File: config.mk
export PLATFORM = sky130hd
export DESIGN_NAME = pc_sequencer_flat
export DESIGN_NICKNAME = d
export VERILOG_FILES = /design/src/rtl/pc_sequencer_if.sv /design/src/rtl/pc_sequencer.sv /design/src/flat_wrapper.sv
export SDC_FILE = /design/constraint.sdc
export NUM_CORES = 1
export LEC_CHECK = 0
export ABC_AREA = 1
export CAP_MARGIN = 25
export CORE_MARGIN = 10
export CORE_UTILIZATION = 50
export DETAILED_ROUTE_END_ITERATION = 12
export PLACE_DENSITY_LB_ADDON = 0.12
export SLEW_MARGIN = 5
export SYNTH_ARGS = -nofsm -noshare
export SYNTH_HDL_FRONTEND = slang
export SYNTH_SLANG_ARGS = --single-unit
File: constraint.sdc
create_clock -name clock -period 3.9 [get_ports clock]
set_input_delay 0.975 -clock clock [delete_from_list [all_inputs] [get_ports clock]]
set_output_delay 0.975 -clock clock [all_outputs]
set_load 0.02 [all_outputs]
File: src/rtl/pc_sequencer_if.sv
// pc_sequencer_if -- request/status bundle between the fetch control logic
// (master) and the program-counter stage (slave).
//   requests : stall, branch_en/branch_offset, jump_en/jump_target, call_en,
//              ret_en, irq
//   status   : pc, pc_next, irq_ack, ras_empty, ras_full, ras_overflow,
//              ras_underflow
interface pc_sequencer_if #(
   parameter int WIDTH = 32
);
   logic             stall;
   logic             branch_en;
   logic [WIDTH-1:0] branch_offset;
   logic             jump_en;
   logic [WIDTH-1:0] jump_target;
   logic             call_en;
   logic             ret_en;
   logic             irq;
   logic [WIDTH-1:0] pc;
   logic [WIDTH-1:0] pc_next;
   logic             irq_ack;
   logic             ras_empty;
   logic             ras_full;
   logic             ras_overflow;
   logic             ras_underflow;

   modport master (
      output stall, branch_en, branch_offset, jump_en, jump_target,
             call_en, ret_en, irq,
      input  pc, pc_next, irq_ack, ras_empty, ras_full, ras_overflow,
             ras_underflow
   );

   modport slave (
      input  stall, branch_en, branch_offset, jump_en, jump_target,
             call_en, ret_en, irq,
      output pc, pc_next, irq_ack, ras_empty, ras_full, ras_overflow,
             ras_underflow
   );
endinterface

File: src/rtl/pc_sequencer.sv
// pc_sequencer -- registered program counter for the instruction-fetch path.
// Next PC is chosen from stall / irq / return / jump(+call) / branch / step,
// in that priority. Calls and interrupts push onto a small circular
// return-address stack; returns pop it.
//   clock    : rising-edge clock
//   reset_n  : asynchronous active-low reset
//   bus      : pc_sequencer_if slave (requests in, pc and RAS status out)
module pc_sequencer #(
   parameter int WIDTH        = 32,
   parameter int STEP         = 1,
   parameter int RESET_VECTOR = 0,
   parameter int IRQ_VECTOR   = 16,
   parameter int RAS_DEPTH    = 4
) (
   input  logic           clock,
   input  logic           reset_n,
   pc_sequencer_if.slave  bus
);

   localparam int               PW      = $clog2(RAS_DEPTH);
   localparam logic [WIDTH-1:0] STEP_W  = WIDTH'(STEP);
   localparam logic [WIDTH-1:0] RESET_W = WIDTH'(RESET_VECTOR);
   localparam logic [WIDTH-1:0] IRQ_W   = WIDTH'(IRQ_VECTOR);
   localparam logic [PW:0]      DEPTH_C = (PW+1)'(RAS_DEPTH);

   logic [WIDTH-1:0] pc_q;
   logic [WIDTH-1:0] pc_d;
   logic [WIDTH-1:0] pc_seq;
   logic [WIDTH-1:0] ras_mem [RAS_DEPTH];
   logic [PW-1:0]    top_q;
   logic [PW-1:0]    top_inc;
   logic [PW:0]      count_q;
   logic             ras_full_w;
   logic             ras_empty_w;
   logic             push;
   logic             pop;
   logic [WIDTH-1:0] push_val;
   logic             irq_take;
   logic             uf_set;
   logic             ov_q;
   logic             uf_q;
   logic             ack_q;

   assign pc_seq      = pc_q + STEP_W;
   assign top_inc     = top_q + 1'b1;
   assign ras_empty_w = (count_q == '0);
   assign ras_full_w  = (count_q == DEPTH_C);

   always_comb begin
      pc_d     = pc_seq;
      push     = 1'b0;
      pop      = 1'b0;
      push_val = pc_seq;
      irq_take = 1'b0;
      uf_set   = 1'b0;
      if (bus.stall) begin
         pc_d = pc_q;
      end else if (bus.irq) begin
         // the interrupted instruction has not executed yet, so resume at pc
         pc_d     = IRQ_W;
         push     = 1'b1;
         push_val = pc_q;
         irq_take = 1'b1;
      end else if (bus.ret_en) begin
         if (!ras_empty_w) begin
            pc_d = ras_mem[top_q];
            pop  = 1'b1;
         end else begin
            uf_set = 1'b1;
         end
      end else if (bus.jump_en) begin
         pc_d = bus.jump_target;
         push = bus.call_en;
      end else if (bus.branch_en) begin
         pc_d = pc_seq + bus.branch_offset;
      end
   end

   always_ff @(posedge clock or negedge reset_n) begin
      if (!reset_n) begin
         pc_q    <= RESET_W;
         top_q   <= '0;
         count_q <= '0;
         ov_q    <= 1'b0;
         uf_q    <= 1'b0;
         ack_q   <= 1'b0;
         for (int i = 0; i < RAS_DEPTH; i++) begin
            ras_mem[i] <= '0;
         end
      end else begin
         pc_q  <= pc_d;
         ack_q <= irq_take;
         if (uf_set) begin
            uf_q <= 1'b1;
         end
         if (push) begin
            // when full, the slot after top holds the oldest entry, so the
            // pointer advance itself discards it
            ras_mem[top_inc] <= push_val;
            top_q            <= top_inc;
            if (ras_full_w) begin
               ov_q <= 1'b1;
            end else begin
               count_q <= count_q + 1'b1;
            end
         end else if (pop) begin
            top_q   <= top_q - 1'b1;
            count_q <= count_q - 1'b1;
         end
      end
   end

   assign bus.pc            = pc_q;
   assign bus.pc_next       = pc_d;
   assign bus.irq_ack       = ack_q;
   assign bus.ras_empty     = ras_empty_w;
   assign bus.ras_full      = ras_full_w;
   assign bus.ras_overflow  = ov_q;
   assign bus.ras_underflow = uf_q;

endmodule

File: src/flat_wrapper.sv
// flat-port wrapper written by rule: the top's interface ports become plain ports
module pc_sequencer_flat 
#(
   parameter int WIDTH        = 32,
   parameter int STEP         = 1,
   parameter int RESET_VECTOR = 0,
   parameter int IRQ_VECTOR   = 16,
   parameter int RAS_DEPTH    = 4
)
  (clock, reset_n, bus_stall, bus_branch_en, bus_branch_offset, bus_jump_en, bus_jump_target, bus_call_en, bus_ret_en, bus_irq, bus_pc, bus_pc_next, bus_irq_ack, bus_ras_empty, bus_ras_full, bus_ras_overflow, bus_ras_underflow);
  pc_sequencer_if #(.WIDTH(WIDTH)) bus_i ();
  input  logic clock;
  input  logic reset_n;
  input wire logic [$bits(bus_i.stall)-1:0] bus_stall;
  input wire logic [$bits(bus_i.branch_en)-1:0] bus_branch_en;
  input wire logic [$bits(bus_i.branch_offset)-1:0] bus_branch_offset;
  input wire logic [$bits(bus_i.jump_en)-1:0] bus_jump_en;
  input wire logic [$bits(bus_i.jump_target)-1:0] bus_jump_target;
  input wire logic [$bits(bus_i.call_en)-1:0] bus_call_en;
  input wire logic [$bits(bus_i.ret_en)-1:0] bus_ret_en;
  input wire logic [$bits(bus_i.irq)-1:0] bus_irq;
  output wire logic [$bits(bus_i.pc)-1:0] bus_pc;
  output wire logic [$bits(bus_i.pc_next)-1:0] bus_pc_next;
  output wire logic [$bits(bus_i.irq_ack)-1:0] bus_irq_ack;
  output wire logic [$bits(bus_i.ras_empty)-1:0] bus_ras_empty;
  output wire logic [$bits(bus_i.ras_full)-1:0] bus_ras_full;
  output wire logic [$bits(bus_i.ras_overflow)-1:0] bus_ras_overflow;
  output wire logic [$bits(bus_i.ras_underflow)-1:0] bus_ras_underflow;
  assign bus_i.stall = bus_stall;
  assign bus_i.branch_en = bus_branch_en;
  assign bus_i.branch_offset = bus_branch_offset;
  assign bus_i.jump_en = bus_jump_en;
  assign bus_i.jump_target = bus_jump_target;
  assign bus_i.call_en = bus_call_en;
  assign bus_i.ret_en = bus_ret_en;
  assign bus_i.irq = bus_irq;
  assign bus_pc = bus_i.pc;
  assign bus_pc_next = bus_i.pc_next;
  assign bus_irq_ack = bus_i.irq_ack;
  assign bus_ras_empty = bus_i.ras_empty;
  assign bus_ras_full = bus_i.ras_full;
  assign bus_ras_overflow = bus_i.ras_overflow;
  assign bus_ras_underflow = bus_i.ras_underflow;
  pc_sequencer #(.WIDTH(WIDTH), .STEP(STEP), .RESET_VECTOR(RESET_VECTOR), .IRQ_VECTOR(IRQ_VECTOR), .RAS_DEPTH(RAS_DEPTH)) u_core (.clock(clock), .reset_n(reset_n), .bus(bus_i));
endmodule
==> impl_metrics.json, run 1 <==
{
  "start_kind": "flop",
  "critPathBufInv": 5,
  "drc_errors": 0,
  "p_int_uw": 6480,
  "wl_per_cell_um": 20.7,
  "syn_nets": 1863,
  "numClockSinks": 168,
  "io_pins": 141,
  "ys_types": 49,
  "p_leak_uw": 0.00902,
  "hold_path.startpoint": "u_core.bus.ras_overflow",
  "dp_cells": 2418,
  "peakVddDrop_mv": 0.369,
  "fin_area_um2": 18600,
  "crit_family": "simple AND/OR/NAND/NOR gates",
  "critPathArrivalTime_ns": 3.75,
  "grt_pass1_wl_mm": 74.9,
  "relSlewSlack": 0.319,
  "post-route-period-util": 1.21,
  "core_area_um2": 22800,
  "max_stage_delay_ns": 0.40,
  "power.density_nw_per_um2": 643,
  "synth.most_common_cell": "nand2_1",
  "dieArea_um2": 29900,
  "cts.clk_slew.worst_paths_ns": 0.07,
  "path_common_cell": "nand2_1",
  "violations": "negative setup slack",
  "power_switching_uw": 5440,
  "netlist_instances": 1747,
  "tritoncts": "done",
  "final_max_slew_viol_count": 0,
  "max_clock_freq_ghz": 0.212,
  "worstSkewPairLatency_ns": 0.44,
  "clock_path_buffers": 2,
  "syn_avg_cell_area_um2": 6.71,
  "end_kind": "output port",
  "drive_gt1_frac": 0.352,
  "ys_ff_latch": 168,
  "ys_warn_count": 0,
  "start_util": 0.513,
  "vias_per_cell": 5.80,
  "wl_mm": 52.2,
  "synth_top_area_frac": 0.359,
  "layoutNonFillerInstCount": 2519,
  "placementRows": 55,
  "grt_max_degree": 88,
  "cts_root_buf": "clkbuf_16",
  "final_antenna_net_count": 0,
  "place_congestion": 0.980,
  "diodes": 0,
  "required_ns": 2.92,
  "synth_ff_type": "dfrtp_1",
  "synth_edf_count": 0,
  "combinationalPowerShare": 0.608,
  "hold_buffers": 0,
  "die_y_um": 173,
  "switching_share": 0.456,
  "portBuffers": 140,
  "status": "finished with violations",
  "rsz0062_at_grt": "true",
  "drt_iter0_drc": 1966,
  "hold_path.class": "flop to flop",
  "use_met2": 0.506,
  "cp_max_fo": 5,
  "antenna_found_initial": 0,
  "final-setup-viol-count": 29,
  "htreeDepth": 4,
  "synth_async_sr_flop_share": 1.00,
  "overflow": 0,
  "dp_hpwl_mm": 35.9,
  "worstMarginPinSlew_ns": 1.01,
  "synthToLayoutAreaGrowth_pct": 58.4,
  "synthTopCellsByCount": "nand2_1 (606), o21ai_0 (193), dfrtp_1 (168)",
  "p_clk_frac": 0.151,
  "r2r-start": "u_core.bus.pc[14]",
  "worst_slack_ns": -0.820,
  "grt_pass1_vias": 13700,
  "finalHoldViolCount": 0,
  "met3_usage": 0.0521,
  "grtUsageTotal": 0.310,
  "slowest_stage": "dfrtp_2",
  "startpoint": "u_core.bus.pc[0]",
  "die_x_um": 173,
  "drv_cap": 0,
  "seqPwrFrac": 0.242,
  "path_class": "flop to output port",
  "first_pass_iters": 8,
  "dpl-instance-area_um2": 15600,
  "postLayoutCoreUtil": 0.812,
  "yosysTopAreaCell": "dfrtp_1",
  "synth_area_leaders": "dfrtp_1 (36%), nand2_1 (19%), o21ai_0 (8.2%)",
  "layout.nets": 2309,
  "gr-usage-met1": 0.393,
  "netlist_area_um2": 11700,
  "ys_seq_area_frac": 0.359,
  "vias": 14600,
  "cts_made_buffers": 17,
  "busiest_layer": "met2",
  "clock_skew_ns": 0.00863,
  "post-route-min-period_ns": 4.72
}
## path summary, 6_finish.rpt
path	to	depth (start not counted)	slack, ns
setup / recovery	bus_pc_next[22]	26	-0.82
hold reg to reg	u_core.bus.ras_overflow	2	0.48
min in group asynchronous	u_core.ras_mem[32]	1	0.61
setup reg to reg	u_core.bus.pc[31]	24	0.50
max in group asynchronous	u_core.ras_mem[31]	2	2.42
hold / removal	u_core.bus.ras_overflow	2	0.48
## per-layer routing
layer / vias to the layer above / wire, µm / part of all wire
met4: 0 / 3200 / 0.061
li1: 6568 / - / -
met5: - / 0 / 0
met2: 926 / 24300 / 0.47
met3: 237 / 4660 / 0.089
met1: 6869 / 20000 / 0.38
## power by group through the flow
stage	Sequential [µW]	Clock (µW)	Combinational (µW)
after detailed placement	2870	0	5720
after global placement	2850	0	5640
after CTS	2860	1790	6470
final	2880	1800	7250
after floorplan	2950	0	2900
after global routing	2950	1860	7740
## logic make-up after synthesis
logic type / synth area share
AND/OR/NAND/NOR: 0.295
flip-flops: 0.359
buffers and inverters: 0.0818
AO/OA/AOI/OAI: 0.188
adder cells (fa/ha/maj): 0.0483
XOR/XNOR: 0.0277
## registers in the layout, summed over array words and instances, names as in the netlist
| signal | cells |
|---|---|
| u_core.count_q | 3 |
| u_core.bus.ras_underflow | 1 |
| u_core.bus.irq_ack | 1 |
| u_core.bus.pc | 32 |
| u_core.bus.ras_overflow | 1 |
| u_core.top_q | 2 |
| u_core.ras_mem | 128 |
## cells in the final DEF, fill, tap and decap left out, drive strengths merged, types with 9 or more instances in the layout
| cell type | Yosys | final |
|---|---|---|
| nor2 | 127 | 127 |
| a21oi | 112 | 112 |
| inv | 169 | 180 |
| xor2 | 25 | 25 |
| clkdlybuf4s50 | 0 | 103 |
| clkbuf | 62 | 17 |
| nor3 | 16 | 16 |
| dfrtp | 168 | 168 |
| buf | 16 | 396 |
| o221ai | 19 | 19 |
| nand3 | 65 | 65 |
| xnor2 | 12 | 12 |
| nand2 | 613 | 613 |
| nand4 | 16 | 16 |
| ha | 42 | 42 |
| o211ai | 9 | 9 |
| o21ai | 236 | 236 |
## per-stage QoR
step | power (µW) | hold WS [ns] | setup WS [ns] | TNS, ns
2_1_floorplan | 5850 | 0.444 | 0.00570 | 0
3_3_place_gp | 8480 | 0.447 | -0.988 | -24.48
3_5_place_dp | 8600 | 0.461 | -0.999 | -25.46
4_1_cts | 11100 | 0.479 | -0.637 | -12.62
5_1_grt | 12600 | 0.503 | -1.00 | -21.15
6_report | 11900 | 0.479 | -0.820 | -16.86
## timing repair
action                                  4_1_cts  5_1_grt
gates resized for setup                     445      182
pin swaps                                   108      131
cloned                                        0        0
endpoints found under the setup margin       32       32
buffers inserted                             40       34
## final cells by class
cell class | count | area [µm²]
Multi-Input combinational cell | 1329 | 8250
Inverter | 172 | 666
Clock inverter | 15 | 190
Tap cell | 313 | 392
Fill cell | 1570 | 4290
Timing Repair Buffer | 505 | 4420
Clock buffer | 17 | 425
Sequential cell | 168 | 4210
## worst min-delay path: cells and delay by family (launching register included)
kind	cells	cell delay, ns
flip-flops	1	0.34
buffers and inverters	1	0.05
AND/OR/NAND/NOR	1	0.05
Power figures use the tool's default switching activity.
==> inputs of run 2 (changes only) <==
Settings changed: TNS_END_PERCENT from default to 20.
==> run 2 against run 1 <==
The run still ends with negative setup slack left. Flip-flop and latch count is the same. Non-clock buffer count down 39. Via count shrank 4.6%. Wire length fell by 7.0%. Critical path type unchanged. Largest cell class unchanged. Largest power group unchanged. Highest routed layer unchanged.
==> impl_metrics.json, run 2 (synthesized netlist as in run 1, its figures left out) <==
{
  "layoutNonFillerInstCount": 2481,
  "hold_buffers": 0,
  "met2_length_mm": 22.8,
  "wl_mm": 48.5,
  "wl_met3_mm": 3.86,
  "final_antenna_net_count": 0,
  "grt_pass1_vias": 13300,
  "status": "finished with violations",
  "place_congestion": 0.980,
  "htreeDepth": 4,
  "vias": 13900,
  "grt_pass1_wl_mm": 73.7,
  "fin_area_um2": 17500,
  "antenna_found_initial": 0,
  "r2r_slack_ns": 0.56,
  "r2r_cells": 23,
  "die_y_um": 173,
  "fin_tns_setup_ns": -15.55,
  "cts_made_buffers": 17,
  "grt_max_degree": 88,
  "synthToLayoutAreaGrowth_pct": 49.7,
  "finalHoldViolCount": 0,
  "r2r-start": "u_core.bus.pc[14]",
  "grtUsageTotal": 0.306,
  "peakVddDrop_mv": 0.361,
  "required_ns": 2.92,
  "overflow": 0,
  "worst_slack_ns": -0.757,
  "dp_hpwl_mm": 35.9,
  "io_pins": 141,
  "path_common_cell": "nand2_1",
  "worstPathCellList": "nand2_1 > buf_4 > nor2_2 > nand2_1 > buf_4 > nor3_1 > nand2_1 > xor2_2 > inv_1 > ha_4 > nand2_2 > nor2_2 > nor3b_4 > nand2_1 > nand2_1 > nand2_1 > nand3_1 > nand2_1 > nand2_1 > nand2_1 > nand2_1 > nand2_2 > buf_6",
  "drt_iter0_drc": 1527,
  "hold_end": "u_core.bus.ras_overflow",
  "p_leak_uw": 0.00868,
  "mostFrequentLayoutCell": "nand2_1",
  "numClockSinks": 168,
  "dieArea_um2": 29900,
  "final-setup-viol-count": 30,
  "core_area_um2": 22800,
  "top_register": "u_core.ras_mem",
  "slowest_stage": "dfrtp_1",
  "wl_met1_mm": 19.7,
  "drc_errors": 0,
  "vias_per_cell": 5.61,
  "tritoncts": "done",
  "max_clock_freq_ghz": 0.215,
  "path_class": "flop to output port",
  "postLayoutCoreUtil": 0.768,
  "post-route-period-util": 1.19,
  "final_max_slew_viol_count": 0,
  "dpl-instance-area_um2": 15600,
  "hold_path.startpoint": "u_core.bus.ras_overflow",
  "drv_cap": 0,
  "portBuffers": 140,
  "violations": "negative setup slack",
  "power.density_nw_per_um2": 637,
  "dp_cells": 2418,
  "largest_reg_flops": 128,
  "end_kind": "output port",
  "first_pass_iters": 8,
  "start_util": 0.513,
  "clock_skew_ns": 0.00884,
  "hold_path.class": "flop to flop",
  "drive_gt1_frac": 0.305,
  "start_kind": "flop",
  "max_stage_delay_ns": 0.39,
  "cts.clk_slew.worst_paths_ns": 0.07,
  "post-route-min-period_ns": 4.66,
  "hold_path_depth": 2,
  "worstMarginPinSlew_ns": 0.854,
  "final_cell_mix": "nand2_1 (526), buf_4 (319), o21ai_0 (174)",
  "top_layer_used": "met4",
  "placementRows": 55,
  "rsz0062_at_grt": "true",
  "die_x_um": 173,
  "relSlewSlack": 0.423,
  "cts_root_buf": "clkbuf_16",
  "critPathArrivalTime_ns": 3.68,
  "clock_path_buffers": 2,
  "timing.rr.end": "u_core.bus.pc[31]",
  "wl_per_cell_um": 19.6,
  "worstSkewPairLatency_ns": 0.44,
  "cp_max_fo": 3,
  "layout.nets": 2270
}
run 2: cell types whose count changed in the layout (fill, tap and decap cells not counted), sizes merged:
| cell | change |
|---|---|
| buf | -38 |
| dlygate4sd2 | -5 |
| clkdlybuf4s50 | +4 |
| diode | +1 |
run 2: where the power goes:
part,internal [µW],switching [µW]
clock,936,854
combinational,2740,3760
sequential,2450,434
total,6130,5050
run 2: worst max path at each step:
| stage | start | endpoint | slack [ns] | cells past startpoint |
|---|---|---|---|---|
| 6_report | u_core.bus.pc[14] | bus_pc_next[31] | -0.76 | 23 |
| 5_1_grt | u_core.bus.pc[8] | bus_pc_next[29] | -0.95 | 23 |
| 4_1_cts | u_core.bus.pc[1] | bus_pc_next[25] | -0.64 | 26 |
| 3_5_place_dp | bus_branch_offset[2] | bus_pc_next[11] | -1.0 | 16 |
| 3_3_place_gp | bus_branch_offset[2] | bus_pc_next[11] | -0.99 | 16 |
| 2_1_floorplan | u_core.bus.pc[0] | bus_pc_next[25] | 0.006 | 24 |
run 2: metal layers:
metal	vias to the layer above	track usage
li1	6500	-
met1	6539	0.396
met2	746	0.499
met3	140	0.0470
met4	0	0.128
met5	-	0
run 2: area by class of cell:
class / instances / area [µm²]
well taps: 313 / 392
multi-input cells: 1329 / 7640
flip-flops and latches: 168 / 4210
clock inverters: 15 / 190
fillers: 1829 / 5310
repair buffers: 466 / 4020
diodes: 1 / 2.50
inverters: 172 / 656
clock buffers: 17 / 425
run 2: worst max-delay path: cells and delay by family (launching register included):
family / cells / cell delay [ns]
adders and majority gates: 1 / 0.30
DFF: 1 / 0.39
and+or+nand+nor: 17 / 1.70
xor gates and xnor gates: 1 / 0.29
buffers and inverters: 4 / 0.57
run 2: metrics by stage:
| step | total power (µW) | worst slack (ns) | hold slack, ns |
|---|---|---|---|
| finish | 11200 | -0.757 | 0.479 |
| detailed placement | 8600 | -0.999 | 0.461 |
| floorplan | 5850 | 0.00570 | 0.444 |
| global route | 11800 | -0.950 | 0.504 |
| global placement | 8480 | -0.988 | 0.447 |
| CTS | 10800 | -0.642 | 0.479 |
run 2: what timing repair did:
action                     4_1_cts  5_1_grt
pin swaps                       59       62
setup endpoints to repair       32       32
buffers inserted                22        8
gates resized for setup        339      117
==> inputs of run 3 (changes only) <==
Settings changed: SLEW_MARGIN 5 to default.
==> results of run 3 <==
Final layout, timing and power as in run 2 (identical DEF).
